$ cat src/rtl/hazard_ctrl_param.sv
// rtl/hazard_ctrl_param.sv - parametrised pipeline stall/flush controller with multi-cycle busy and stall counters
module hazard_ctrl_param #(
    parameter int STAGES = 5,
    parameter int AW     = 4,
    parameter int MD_LAT = 4,
    parameter int CNT_W  = 16
) (
    input  logic              clk,
    input  logic              rst,
    input  logic              i_hit,
    input  logic              d_hit,
    input  logic              mem_op,
    input  logic              mem_re_ex,
    input  logic              mem_we_id,
    input  logic [AW-1:0]     dst_addr,
    input  logic [AW-1:0]     p0_addr,
    input  logic [AW-1:0]     p1_addr,
    input  logic              p0_used,
    input  logic              p1_used,
    input  logic              send,
    input  logic              full,
    input  logic              branch_taken,
    input  logic              md_start,
    input  logic              clr_cnt,
    output logic [STAGES-1:0] stall,
    output logic [STAGES-1:0] flush,
    output logic              md_busy,
    output logic [CNT_W-1:0]  stall_cnt
);

    localparam int MDW = $clog2(MD_LAT) + 1;
    localparam logic [MDW-1:0] MD_LOAD = MDW'(MD_LAT - 1);

    logic           miss;
    logic           load_use;
    logic [MDW-1:0] md_cnt;

    assign miss     = ~i_hit | (mem_op & ~d_hit);
    assign load_use = mem_re_ex & ~mem_we_id &
                      ((p0_used & (dst_addr == p0_addr)) |
                       (p1_used & (dst_addr == p1_addr)));
    assign md_busy  = (md_cnt != '0);

    // Priority chain: miss freezes everything, then EX occupancy, branch squash,
    // load-use bubble and finally SPART backpressure.
    always_comb begin
        stall = '0;
        flush = '0;
        if (miss) begin
            stall = '1;
        end else if (md_busy) begin
            stall[2:0] = 3'b111;
            flush[3]   = 1'b1;
        end else if (branch_taken) begin
            flush[2:1] = 2'b11;
        end else if (load_use) begin
            stall[1:0] = 2'b11;
            flush[2]   = 1'b1;
        end else if (send & full) begin
            stall[2:0] = 3'b111;
        end
    end

    // A held md_start during busy is the same instruction, so it never reloads.
    always_ff @(posedge clk or posedge rst) begin
        if (rst) begin
            md_cnt <= '0;
        end else if (!miss) begin
            if (md_busy)
                md_cnt <= md_cnt - 1'b1;
            else if (md_start)
                md_cnt <= MD_LOAD;
        end
    end

    always_ff @(posedge clk or posedge rst) begin
        if (rst)
            stall_cnt <= '0;
        else if (clr_cnt)
            stall_cnt <= '0;
        else if (stall[0] && (stall_cnt != '1))
            stall_cnt <= stall_cnt + 1'b1;
    end

endmodule

$ cat config.mk
export PLATFORM = sky130hd
export DESIGN_NAME = hazard_ctrl_param
export DESIGN_NICKNAME = d
export VERILOG_FILES = /design/src/rtl/hazard_ctrl_param.sv
export SDC_FILE = /design/constraint.sdc
export NUM_CORES = 1
export LEC_CHECK = 0
export ABC_AREA = 1
export BUFFER_PORTS_ARGS = -buffer_cell sky130_fd_sc_hd__buf_2
export CAP_MARGIN = 20
export CORE_MARGIN = 3
export CORE_UTILIZATION = 53
export CTS_BUF_LIST = sky130_fd_sc_hd__clkbuf_8 sky130_fd_sc_hd__clkbuf_16
export DETAILED_ROUTE_END_ITERATION = 6
export PLACE_DENSITY = 0.86
export SYNTH_ARGS = -nofsm -noshare
export SYNTH_HDL_FRONTEND = slang
export SYNTH_SLANG_ARGS = --single-unit
$ cat constraint.sdc
create_clock -name clk -period 5.1 [get_ports clk]
set_input_delay 1.02 -clock clk [delete_from_list [all_inputs] [get_ports clk]]
set_output_delay 1.02 -clock clk [all_outputs]
set_load 0.01 [all_outputs]
==> results of run 1 <==
[area by class of cell]
cell class                      instances  area [um2]
Timing Repair Buffer                   50         250
Fill cell                             216         825
Tap cell                               30        37.5
Inverter                               27         101
Sequential cell                        19         475
Clock inverter                          1        5.00
Multi-Input combinational cell        161         810
Clock buffer                            3        41.3
[sequential cells by signal (all words and copies together) (netlist names)]
name,flops
md_cnt,3
stall_cnt,16
[kinds of logic after synthesis]
group,after synthesis,synth area share
other cells,1,0.00258
compound gates,9,0.0353
flops,19,0.328
xor+xnor,11,0.0664
fa+ha+maj,3,0.0259
buf+inv,37,0.117
simple gates,136,0.425
[synth_stat cells, types with 3 or more instances]
cell / n / area (um2)
xor2_1: 6 / 52.6
inv_1: 25 / 93.8
o21ai_0: 4 / 20.0
nor2_1: 31 / 116
nand3_1: 23 / 115
buf_4: 6 / 45.0
ha_1: 3 / 37.5
a21oi_1: 4 / 20.0
nand2_1: 67 / 251
dfrtp_1: 19 / 475
xnor2_1: 5 / 43.8
nor3b_1: 3 / 22.5
nor2_4: 3 / 33.8
[worst paths after layout]
| check | startpoint | to | slack [ns] |
|---|---|---|---|
| max | d_hit | stall[0] | 2.10 |
| min | md_cnt[0]$_DFFE_PP0P_ | md_cnt[0]$_DFFE_PP0P_ | 0.50 |
| max reg2reg | stall_cnt[0]$_DFFE_PP0P_ | stall_cnt[1]$_DFFE_PP0P_ | 3.06 |
| min reg2reg | md_cnt[0]$_DFFE_PP0P_ | md_cnt[0]$_DFFE_PP0P_ | 0.50 |
| max in group asynchronous | rst | md_cnt[2]$_DFFE_PP0P_ | 3.78 |
| min in group asynchronous | rst | md_cnt[0]$_DFFE_PP0P_ | 0.87 |
[critical path, delay by kind of cell]
family | cells | cell delay (ns)
compound gates | 3 | 0.56
buf+inv | 3 | 0.26
simple gates | 1 | 0.14
[per-layer routing]
layer | up-vias | GRT usage | wire length [um]
met5 | - | 0 | 0
met4 | 0 | 0.0497 | 31
met3 | 4 | 0.0329 | 221
met2 | 55 | 0.351 | 1520
met1 | 633 | 0.250 | 1370
li1 | 746 | - | -
[through the flow]
| step | setup slack (ns) | instances | power (uW) | util | cell area, um2 |
|---|---|---|---|---|---|
| floorplan | 2.20 | 217 | 281 | - | 1460 |
| global placement | 2.13 | 287 | 316 | 0.658 | 1670 |
| detailed placement | 2.09 | 287 | 320 | 0.658 | 1670 |
| CTS | 2.08 | 291 | 426 | 0.676 | 1720 |
| global route | 1.97 | 291 | 453 | 0.676 | 1720 |
| finish | 2.10 | 291 | 424 | 0.676 | 1720 |
[where the power goes]
part,switching [uW],internal (uW)
registers,13.6,168
clock network,52.7,54.3
logic,84.7,50.0
==> flow_summary_export.csv, run 1 <==
group,metric,value,unit
outcome,run_status,"completed",
cells_and_area,final_cell_mix,"nand2_1, buf_2, nor2_1",
critical_path,worstPathCellList,"buf_2 -> inv_1 -> a21boi_2 -> nand2_1 -> a21oi_1 -> a21oi_1 -> buf_2",
cells_and_area,diodes,0,
synthesis,synth.avg_cell_area,6.72,um2
route,drc_errors,0,
cells_and_area,area_growth,18.5,%
route,totalWireLength,3140,um
timing,fin_worst_skew,0.00277,ns
critical_path,endpoint_kind,"output port",
floorplan,die_area,0.00340,mm2
place,place.gp.congestion,0.798,
timing,drv_slew,0,
synthesis,ys_types,28,
power,vdd_drop_max,0.222,mV
critical_path,max_stage_delay,0.23,ns
grt,grt_pass1_wl,5390,um
grt,grt_pass1_vias,1289,
cells_and_area,layout_commonest_cell,"nand2_1",
critical_path,cp-start-kind,"input pin",
timing,rsz0062_at_grt,"false",
cts,ctsHtreeMaxLevel,1,
route,avgViaCountPerCell,4.94,
flow_run,drv_cap,0,
synthesis,synth_area,0.00145,mm2
power,powerDensity,246,mW/mm2
synthesis,ys_warn_count,0,
synthesis,ys.flop_type,"dfrtp_1",
critical_path,crit_required,4.08,ns
power,leakagePower,0.00100,uW
synthesis,synth_edf_count,0,
cts,cts_buffer_depth,2,
timing,hold_viol,0,
cts,path_clk_slew,0.07,ns
critical_path,r2r_cells,10,
timing,worst-slew-pin-transition,0.715,ns
cells_and_area,final_nets,291,
grt,overflow,0,
cts,cts.repair.resized,0,
timing,min_period,3.00,ns
cts,clk_latency,0.26,ns
timing,tns,0,ns
cts,cts_sinks,19,
synthesis,ys_seq_area_frac,0.328,
cts,numCtsBuffers,3,
grt,antenna_found_initial,0,
timing,relSlewSlack,0.523,
cts,cts_setup_buffers,0,
timing,fin_crit_sh,0.588,
timing,setup_viol,0,
route,first_pass_iters,4,
critical_path,crit_type,"in -> out",
floorplan,die_h,58.3,um
floorplan,start_util,0.570,
route,wl_per_cell,10.8,um
route,ant_nets,0,
worst_hold_path,hold_depth,1,
critical_path,crit_slowest_cell,"a21oi_1",
cts,holdBufCountCts,0,
cts,cts_tree,"done",
grt,track_usage,0.198,
synthesis,syn_inst,216,
timing,fmax,333,MHz
synthesis,synthArstFlopShare,1.00,
place,io_buffers,50,
route,dr.first_iter.drc_count,51,
route,dr_total_vias,1438,
floorplan,core,0.00254,mm2
cells_and_area,drive_gt1_frac,0.253,
floorplan,die_x,58.3,um
floorplan,rows,18,
place,dp_hpwl,2340,um
critical_path,crit_path_max_fanout,5,
critical_path,crit_arrival,1.98,ns
floorplan,ios,53,
worst_hold_path,worstHoldPathType,"reg -> reg",
synthesis,synth-seq-cells,19,
cts,root_buffer,"clkbuf_8",
timing,hold_ws,0.500,ns
grt,grt_start_max_net_pins,20,
(Power assumes the default switching activity.)
==> run 2, diff against run 1 <==
--- a/config.mk
+++ b/config.mk
@@ -9,10 +9,10 @@
 export BUFFER_PORTS_ARGS = -buffer_cell sky130_fd_sc_hd__buf_2
 export CAP_MARGIN = 20
 export CORE_MARGIN = 3
-export CORE_UTILIZATION = 53
+export CORE_UTILIZATION = 49
 export CTS_BUF_LIST = sky130_fd_sc_hd__clkbuf_8 sky130_fd_sc_hd__clkbuf_16
 export DETAILED_ROUTE_END_ITERATION = 6
-export PLACE_DENSITY = 0.86
+export PLACE_DENSITY = 0.8
 export SYNTH_ARGS = -nofsm -noshare
 export SYNTH_HDL_FRONTEND = slang
 export SYNTH_SLANG_ARGS = --single-unit
==> constraint.sdc (replaced) <==
create_clock -name clk -period 3 [get_ports clk]
set_input_delay 0.6 -clock clk [delete_from_list [all_inputs] [get_ports clk]]
set_output_delay 0.6 -clock clk [all_outputs]
set_load 0.01 [all_outputs]
==> flow_summary_export.csv, run 2 (same netlist as run 1, synthesis figures left out) <==
group,metric,value,unit
cells_and_area,largest_reg_flops,16,
power,vdd_drop_max,0.346,mV
floorplan,die_x,60.4,um
route,drc_errors,0,
cts,ctsHtreeMaxLevel,1,
route,wl_per_cell,10.4,um
outcome,run_status,"completed",
timing,rsz0062_at_grt,"false",
critical_path,crit_arrival,1.64,ns
place,dp_hpwl,2370,um
cells_and_area,area_growth,18.5,%
cts,root_buffer,"clkbuf_8",
cts,cts_setup_buffers,0,
floorplan,start_util,0.522,
route,dr.first_iter.drc_count,46,
cells_and_area,final_cell_mix,"nand2_1, buf_2, nor2_1",
timing,min_period,2.24,ns
cells_and_area,diodes,0,
grt,grt_pass1_wl,5310,um
timing,fin_worst_skew,0.00400,ns
cells_and_area,n_fill_cell,263,
cells_and_area,layout_commonest_cell,"nand2_1",
cts,holdBufCountCts,0,
route,first_pass_iters,4,
cells_and_area,final_core_util,0.619,
critical_path,cp-start-kind,"flip-flop",
critical_path,crit_path_max_fanout,4,
power,leakagePower,0.00101,uW
timing,fmax,446,MHz
timing,relSlewSlack,0.524,
floorplan,ios,53,
grt,antenna_found_initial,0,
cells_and_area,top_register,"stall_cnt",
route,dr_total_vias,1451,
cells_and_area,multiInputGateArea,810,um2
grt,grt_start_max_net_pins,20,
cts,cts_tree,"done",
floorplan,rows,19,
timing,fin_crit_sh,0.747,
cells_and_area,final_nets,291,
place,place.gp.congestion,0.795,
grt,track_usage,0.185,
grt,grt_pass1_vias,1339,
flow_run,drv_cap,0,
cells_and_area,drive_gt1_frac,0.249,
critical_path,crit_type,"reg -> out",
timing,worst-slew-pin-transition,0.713,ns
cells_and_area,regArea,475,um2
timing,setup_viol,0,
place,io_buffers,50,
floorplan,core,0.00278,mm2
grt,overflow,0,
floorplan,die_area,0.00365,mm2
cts,path_clk_slew,0.07,ns
worst_hold_path,worstHoldPathType,"in -> async",
cts,numCtsBuffers,3,
timing,hold_viol,0,
route,totalWireLength,3050,um
floorplan,die_h,60.4,um
timing,drv_slew,0,
cells_and_area,reg_top3,"stall_cnt (16), md_cnt (3)",
cts,cts_sinks,19,
route,ant_nets,0,
cts,cts.repair.resized,0,
timing,tns,0,ns
critical_path,endpoint_kind,"output port",
cts,clk_latency,0.26,ns
power,powerDensity,414,mW/mm2
power,total_power,712,uW
cts,cts_buffer_depth,2,
critical_path,crit_required,2.40,ns
route,avgViaCountPerCell,4.97,
[run 2: changes by cell type in the layout (fill, tap and decap cells not counted)]
cell / delta
clkinv_2: -1
inv_1: +1
[run 2: final timing paths]
| kind | slack (ns) | startpoint | cells past startpoint | end |
|---|---|---|---|---|
| max | 0.76 | md_cnt[0]$_DFFE_PP0P_ | 8 | stall[0] |
| min | 0.44 | rst | 2 | md_cnt[0]$_DFFE_PP0P_ |
| max reg2reg | 0.95 | stall_cnt[0]$_DFFE_PP0P_ | 10 | stall_cnt[14]$_DFFE_PP0P_ |
| min reg2reg | 0.49 | md_cnt[0]$_DFFE_PP0P_ | 1 | md_cnt[0]$_DFFE_PP0P_ |
| max in group asynchronous | 2.10 | rst | 2 | stall_cnt[3]$_DFFE_PP0P_ |
| min in group clk | 0.49 | md_cnt[0]$_DFFE_PP0P_ | 1 | md_cnt[0]$_DFFE_PP0P_ |
[run 2: power by group]
group	total, uW	internal [uW]	switching, uW
Clock	177	91.1	85.4
Sequential	310	286	23.7
Combinational	225	84.3	141
[run 2: metal layers]
layer	routed length, um	part of all wire	track usage
met1	1300	0.43	0.225
met2	1490	0.49	0.332
met3	191	0.063	0.0298
met4	64	0.021	0.0650
met5	0	0	0
[run 2: final cells by class]
type                    instances  share of cell area
multi-input cells             161               0.471
flip-flops and latches         19               0.276
clock inverters                 1             0.00218
repair buffers                 50               0.145
clock buffers                   3              0.0240
inverters                      27              0.0589
well taps                      31              0.0225
[run 2: per-stage QoR]
stage	instance area (um2)	setup slack, ns	cells	hold WS, ns
final	1720	0.758	292	0.442
after global routing	1720	0.545	292	0.519
after CTS	1720	0.728	292	0.477
after detailed placement	1680	0.817	288	0.492
after global placement	1680	0.860	288	0.475
after floorplan	1460	0.942	217	0.453
[run 2: worst max-delay path: stages (launching register included)]
cell,delay (ns)
dfrtp_1,0.39
inv_1,0.08
ha_1,0.14
nand2_1,0.07
inv_1,0.09
nand2_1,0.10
a21oi_1,0.23
a21oi_1,0.12
buf_2,0.15
==> run 3, diff against run 2 <==
==> constraint.sdc (replaced) <==
create_clock -name clk -period 2.2 [get_ports clk]
set_input_delay 0.44 -clock clk [delete_from_list [all_inputs] [get_ports clk]]
set_output_delay 0.44 -clock clk [all_outputs]
set_load 0.01 [all_outputs]
==> flow_summary_export.csv, run 3 (same netlist as run 1, synthesis figures left out) <==
group,metric,value,unit
outcome,run_status,"completed",
timing,tns,0,ns
place,io_buffers,50,
route,dr_total_vias,1450,
route,ant_nets,0,
place,dp_hpwl,2400,um
critical_path,crit_slowest_cell,"dfrtp_1",
timing,drv_slew,0,
cts,cts_setup_buffers,0,
floorplan,rows,19,
critical_path,cp-start-kind,"flip-flop",
floorplan,die_x,60.4,um
power,vdd_drop_max,0.562,mV
grt,antenna_found_initial,0,
cts,root_buffer,"clkbuf_8",
grt,track_usage,0.191,
critical_path,endpoint,"stall[0]",
cells_and_area,diodes,0,
power,leakagePower,0.00102,uW
flow_run,drv_cap,0,
floorplan,start_util,0.522,
cts,holdBufCountCts,0,
route,first_pass_iters,4,
critical_path,endpoint_kind,"output port",
route,drc_errors,0,
cells_and_area,drive_gt1_frac,0.269,
cells_and_area,reg_top3,"stall_cnt (16), md_cnt (3)",
timing,min_period,2.03,ns
critical_path,crit_arrival,1.59,ns
timing,setup_viol,0,
grt,gr-usage-met2,0.315,
route,totalWireLength,3120,um
floorplan,core,0.00278,mm2
grt,grt_pass1_wl,5370,um
timing,fin_worst_skew,0.00251,ns
cells_and_area,final_cells,295,
cells_and_area,area_growth,20.8,%
cells_and_area,top_register,"stall_cnt",
cts,numCtsBuffers,3,
cells_and_area,largest_reg_flops,16,
critical_path,max_stage_delay,0.39,ns
critical_path,r2r_cells,10,
floorplan,die_h,60.4,um
critical_path,crit_required,1.76,ns
critical_path,crit_start,"md_cnt[0]$_DFFE_PP0P_",
place,place.gp.congestion,0.819,
critical_path,crit_type,"reg -> out",
timing,worst-slew-pin-transition,0.718,ns
cts,clk_latency,0.26,ns
worst_hold_path,worstHoldPathType,"in -> async",
timing,relSlewSlack,0.521,
timing,fin_crit_sh,0.921,
grt,overflow,0,
grt,grtUsageMet3,0.0362,
power,powerDensity,563,mW/mm2
critical_path,regToRegEndpoint,"stall_cnt[10]$_DFFE_PP0P_",
critical_path,worstPathCellList,"inv_1 -> ha_1 -> nand2_1 -> inv_1 -> nand2_1 -> a21oi_2 -> a21oi_2 -> buf_2",
grt,grt_start_max_net_pins,20,
timing,hold_viol,0,
route,dr.first_iter.drc_count,60,
cts,cts_tree,"done",
cts,ctsHtreeMaxLevel,1,
cts,path_clk_slew,0.07,ns
timing,layout_setup_ws,0.174,ns
cts,cts_buffer_depth,2,
cells_and_area,final_nets,294,
critical_path,rrSetupSlack,0.33,ns
floorplan,ios,53,
critical_path,crit_path_max_fanout,4,
power,total_power,987,uW
place,dp_slack,0.341,ns
timing,fmax,494,MHz
grt,top_usage_layer,"met2",
grt,grt_use_met1,0.249,
place,dp_cells,291,
route,wl_per_cell,10.6,um
route,avgViaCountPerCell,4.92,
cells_and_area,layout_commonest_cell,"nand2_1",
floorplan,die_area,0.00365,mm2
cts,cts_sinks,19,
cts,cts.repair.resized,0,
cells_and_area,final_cell_mix,"nand2_1, buf_2, nor2_1",
critical_path,r2r_start,"stall_cnt[0]$_DFFE_PP0P_",
grt,grt_pass1_vias,1265,
==> run 3: worst min-delay path by stage <==
stage	startpoint	end	slack (ns)	depth (start not counted)
2_1_floorplan	rst	md_cnt[0]$_DFFE_PP0P_	0.39	1
3_3_place_gp	md_cnt[1]$_DFFE_PP0P_	md_cnt[1]$_DFFE_PP0P_	0.47	2
6_report	rst	md_cnt[1]$_DFFE_PP0P_	0.29	2
3_5_place_dp	md_cnt[0]$_DFFE_PP0P_	md_cnt[0]$_DFFE_PP0P_	0.49	1
5_1_grt	rst	stall_cnt[12]$_DFFE_PP0P_	0.35	2
4_1_cts	rst	stall_cnt[12]$_DFFE_PP0P_	0.32	2
==> run 3: final cells by class <==
class	count	area, um2
well taps	31	38.8
clock inverters	1	3.75
inverters	27	101
clock buffers	3	41.3
flip-flops and latches	19	475
repair buffers	53	273
fillers	273	1030
multi-input cells	161	820
==> run 3: report_power, final <==
group | internal [uW] | total (uW) | switching, uW
clock network | 124 | 241 | 116
logic | 125 | 325 | 200
registers | 390 | 421 | 31.0
total | 640 | 987 | 347
==> run 3: critical path: cells and delay by family, from the launching register on <==
family / cells / cell delay [ns]
buffers and inverters: 3 / 0.31
AOI/OAI and AO/OA: 2 / 0.27
adders and majority gates: 1 / 0.15
DFF: 1 / 0.39
and+or+nand+nor: 2 / 0.20
==> run 3: routing by layer <==
metal | up-vias | wire, um
li1 | 753 | -
met1 | 652 | 1400
met2 | 41 | 1500
met3 | 4 | 177
met4 | 0 | 54
met5 | - | 0
==> run 3: stage by stage <==
| stage | hold slack, ns | utilization | area [um2] |
|---|---|---|---|
| after floorplan | 0.391 | - | 1460 |
| final | 0.289 | 0.630 | 1750 |
| after detailed placement | 0.488 | 0.610 | 1700 |
| after global placement | 0.475 | 0.610 | 1700 |
| after global routing | 0.346 | 0.630 | 1750 |
| after CTS | 0.321 | 0.627 | 1740 |
